**config.mk**
```make
export PLATFORM = sky130hd
export DESIGN_NAME = mux_share_arbiter
export DESIGN_NICKNAME = d
export VERILOG_FILES = /design/src/rtl/mux_share_arbiter.sv
export SDC_FILE = /design/constraint.sdc
export NUM_CORES = 1
export LEC_CHECK = 0
export ABC_AREA = 0
export BUFFER_PORTS_ARGS = -buffer_cell sky130_fd_sc_hd__buf_4
export CORE_AREA = 2 2 39 41
export DETAILED_ROUTE_END_ITERATION = 6
export DIE_AREA = 0 0 41 43
export GPL_ROUTABILITY_DRIVEN = 0
export PLACE_DENSITY = 0.62
export SLEW_MARGIN = 20
export SYNTH_ARGS = -nofsm -noshare
export SYNTH_HDL_FRONTEND = slang
export SYNTH_SLANG_ARGS = --single-unit
```
**constraint.sdc**
```tcl
create_clock -name clock -period 2.4 [get_ports clock]
set_input_delay 0.48 -clock clock [delete_from_list [all_inputs] [get_ports clock]]
set_output_delay 0.48 -clock clock [all_outputs]
set_load 0.05 [all_outputs]
```
**src/rtl/mux_share_arbiter.sv**
```systemverilog
// Round-robin owner of a shared 2:1 mux select. Grant follows req by one cycle and m lags the owner's data by one cycle.
// A waiting requester preempts the owner after HOLD_MAX cycles; with no competitor the tenure is unbounded.
module mux_share_arbiter #(
  parameter int HOLD_MAX = 8,
  parameter int CW       = 4
) (
  input  logic       clock,
  input  logic       reset,
  input  logic [1:0] req,
  input  logic [1:0] done,
  input  logic       x,
  input  logic       y,
  output logic       sel,
  output logic [1:0] grant,
  output logic       m,
  output logic       busy
);

  typedef enum logic [1:0] {IDLE, G0, G1} state_t;

  localparam logic [CW-1:0] CNT_MAX = CW'(HOLD_MAX - 1);

  state_t        state, state_nxt;
  logic [CW-1:0] cnt, cnt_nxt;
  logic          last, last_nxt;
  logic          own;
  logic          other;
  logic          release_own;
  logic          other_waits;

  always_comb begin
    state_nxt   = state;
    cnt_nxt     = cnt;
    last_nxt    = last;
    own         = (state == G1);
    other       = ~own;
    release_own = ~req[own] | done[own];
    other_waits = req[other];

    case (state)
      IDLE: begin
        cnt_nxt = '0;
        case (req)
          2'b01:   state_nxt = G0;
          2'b10:   state_nxt = G1;
          2'b11:   state_nxt = last ? G0 : G1;
          default: state_nxt = IDLE;
        endcase
      end
      G0, G1: begin
        if (release_own || (cnt == CNT_MAX && other_waits)) begin
          // Hand over directly when someone waits, so there is no idle bubble.
          cnt_nxt   = '0;
          last_nxt  = own;
          state_nxt = other_waits ? (own ? G0 : G1) : IDLE;
        end else if (cnt != CNT_MAX) begin
          cnt_nxt = cnt + CW'(1);
        end
      end
      default: begin
        state_nxt = IDLE;
        cnt_nxt   = '0;
      end
    endcase
  end

  always_ff @(posedge clock) begin
    if (reset) begin
      state <= IDLE;
      cnt   <= '0;
      last  <= 1'b1;
      sel   <= 1'b0;
      m     <= 1'b0;
    end else begin
      state <= state_nxt;
      cnt   <= cnt_nxt;
      last  <= last_nxt;
      // sel tracks the owner and holds its value through IDLE.
      if (state_nxt == G0)
        sel <= 1'b0;
      else if (state_nxt == G1)
        sel <= 1'b1;
      m <= (state == G0) ? x : (state == G1) ? y : 1'b0;
    end
  end

  assign grant = {state == G1, state == G0};
  assign busy  = (state != IDLE);

endmodule

```
==> results by group <==
Clocking
  – CTS tree: done
  – CTS buffer count: 3
  – Clock Pin Slew Worst Setup and Hold Paths: 0.06 ns
  – Clock buffer depth: 2
  – Setup Buffers After CTS: 0
  – Cts hold-fix bufs: 0
  – Clk_lat worst skew: between 0.2 and 0.3 ns
  – Post_cts resized: 0
  – Clk sink count: 9
  – CTS root buf: clkbuf_4
  – CTS H-tree depth: 1

Min path
  – Class of the worst hold path: in2reg

Die
  – Horiz. Die Dim: roughly 41 µm
  – Core area: ~1400 µm²
  – I/O pin count: 13
  – Die Height: ~43 µm
  – Die footprint: roughly 1800 µm²
  – Rows: 14
  – Initial Util: between 40% and 50%

STA
  – Clock skew: 0.000680 ns
  – Final setup fails: 0
  – Final Hold Vio Count: 0
  – Slew margin rel.: between 70 and 80%
  – Worst-margin pin slew: 0.414 ns
  – Unrepaired setup endpoints after global routing: false
  – Peak Freq: 523 MHz
  – Max Slew Vio Count: 0
  – Total negative setup slack: 0 ns
  – Period utilisation layout: 79.6%
  – Hold WS: a little over 0.4 ns
  – Tmin final: ~1.9 ns
  – Final setup margin: slightly below 0.5 ns

Logic synthesis
  – Avg Inst Size Synth: roughly 9.0 µm²
  – Largest family of logic cells by synthesized area: simple AND/OR/NAND/NOR gates
  – Post-synthesis mux area share: under 10%
  – #FFs+latches synth: 9
  – Synth cell types: 22
  – XOR/XNOR share of the synthesized area: roughly 1.6%
  – Post-synthesis simple-gate area fraction: between 20% and 30%
  – Post-synthesis compound-gate area fraction: between 15 and 20%
  – Syn_nets: 76
  – Sequential area share after synthesis: between 30 and 40%
  – Synth Area in Adders: between 10 and 15%
  – Cell Area, Synth: between 500 and 600 µm²
  – Mapped Cells: 62
  – Yosys warning total: 0

Global route
  – Vias in the first global route: about 440
  – First-pass GRT wire length: between 1500 and 2000 µm
  – Initial antenna violation count: 0
  – Total GRT Usage: between 10% and 20%
  – Pin count of the biggest net entering global routing: 7
  – Grt ovf: 0

Setup path
  – Critical path buffer and inverter count: 1
  – Delay-heaviest family, CP: simple AND/OR/NAND/NOR gates
  – Largest stage delay, worst path: roughly 0.43 ns
  – Critical Path Fanout Max: 5
  – Critical Path Source Type: flop
  – WP data arrival: 2.11 ns
  – CP required: between 2 and 3 ns
  – Critical path class: reg2reg
  – Crit path max-delay cell type: or3b_1
  – CP Cell Sequence: inv_1 > ha_1 > or3b_1 > a2bb2oi_4 > mux2i_1 > o211ai_1 > nand3_1
  – Crit. End Element: flop

Detailed routing
  – DR iter-0 viols: 4
  – Detailed Routing Iterations Pass 1: 4
  – Vias per cell: 5.15
  – Antenna-violating nets left: 0
  – Post-route DRC: 0
  – Routed vias: roughly 480
  – WL/cell: 11.0 µm
  – WL final: around 1000 µm

Power and ir drop
  – Clock power share: a little under a quarter
  – Int Pwr: 306 µW
  – Switching Fraction: about two fifths
  – Gate power share: roughly two fifths
  – Leak: around 0.00034 µW
  – Pwr Density: around 720 nW/µm²
  – NetSw: 190 µW
  – Reg power frac: 36.6%
  – VDD IR max: between 0.3 and 0.4 mV

Layout
  – Area grow syn2layout: 23.0%
  – # diodes: 0
  – Final nets: 92
  – Fraction of layout cells with a size suffix above 1: 22.1%
  – Fillers: 144
  – Final Cell Area: a little under 700 µm²

Run status
  – Status: completed

Placement
  – Dpl ws: between 0.4 and 0.5 ns
  – Final HPWL from detailed placement: 843 µm
  – Placed cell area: 663 µm²
  – I/O Buffers: 12

Flow run
  – Max-cap violation count: 0
[cell type report]
cell class | count | area (µm²) | area share, %
Tap cell | 16 | 20.0 | 2.90
Clock buffer | 4 | 26.3 | 3.81
Timing Repair Buffer | 12 | 90.1 | 13.1
Inverter | 5 | 18.8 | 2.72
Sequential cell | 9 | 180 | 26.1
Multi-Input combinational cell | 47 | 354 | 51.4
[logic make-up after synthesis]
group	Yosys count
buf+inv	6
flops	9
mux	4
xor+xnor	1
simple gates	25
compound gates	11
fa+ha+maj	6
[power by group through the flow]
stage | Clock [µW] | Combinational (µW) | Sequential, µW
final | 114 | 200 | 181
after global routing | 132 | 221 | 183
after CTS | 122 | 202 | 181
after detailed placement | 0 | 201 | 184
after global placement | 0 | 201 | 184
after floorplan | 0 | 132 | 201
[metal layers]
| metal | routed length (µm) | track usage [%] | share of wire [%] | vias up |
|---|---|---|---|---|
| li1 | - | - | - | 252 |
| met3 | 55 | 7.85 | 5.4 | 0 |
| met4 | 0 | 4.00 | 0 | 0 |
| met2 | 538 | 23.1 | 52 | 12 |
| met5 | 0 | 0 | 0 | - |
| met1 | 431 | 18.2 | 42 | 215 |
[worst paths after layout]
| kind | startpoint | to | cells after the start | slack, ns |
|---|---|---|---|---|
| max reg2reg | state[0]$_SDFF_PP0_ | sel$_SDFFE_PP0N_ | 7 | 0.49 |
| max | state[0]$_SDFF_PP0_ | sel$_SDFFE_PP0N_ | 7 | 0.49 |
| min | reset | m$_SDFF_PP0_ | 2 | 0.40 |
| min reg2reg | last$_SDFFE_PP1P_ | last$_SDFFE_PP1P_ | 2 | 0.51 |
[through the flow]
stage	power, µW	cells	utilization, %
after floorplan	333	62	-
after global placement	385	89	47.9
after detailed placement	385	89	47.9
after CTS	504	93	49.8
after global routing	535	93	49.8
final	496	93	49.8
[placed cells by master (no fill, tap or decap)]
master / n
dfxtp_1: 9
inv_1: 5
xnor2_1: 1
nor2_1: 7
clkbuf_1: 1
and3_1: 1
nor3_1: 2
o211ai_1: 3
a21oi_1: 2
nand2_1: 6
nand3_1: 4
a2bb2oi_4: 1
mux2i_1: 4
or3b_1: 1
buf_4: 12
ha_1: 6
a311oi_1: 2
o22ai_1: 1
o21ai_0: 1
nor2b_1: 1
nand3b_1: 2
clkbuf_4: 3
nand3b_4: 1
o21a_1: 1
[cell usage after synthesis (all sizes together)]
library cell  number  area [µm²]
a21oi              2        10.0
a2bb2oi            1        26.3
a311oi             2        17.5
and3               1        6.26
buf                1        7.51
dfxtp              9         180
ha                 6        75.1
inv                5        18.8
mux2i              4        40.0
nand2              6        22.5
nand3              4        20.0
nand3b             3        35.0
nor2               7        26.3
nor2b              1        6.26
nor3               2        10.0
o211ai             3        22.5
o21a               1        7.51
o21ai              1        5.00
o22ai              1        6.26
or3b               1        8.76
xnor2              1        8.76
[sequential cells by signal (all words and copies together), names as in the netlist]
name   count
m          1
state      2
last       1
cnt        4
sel        1
Note: power is estimated with default switching activity, not from simulation.
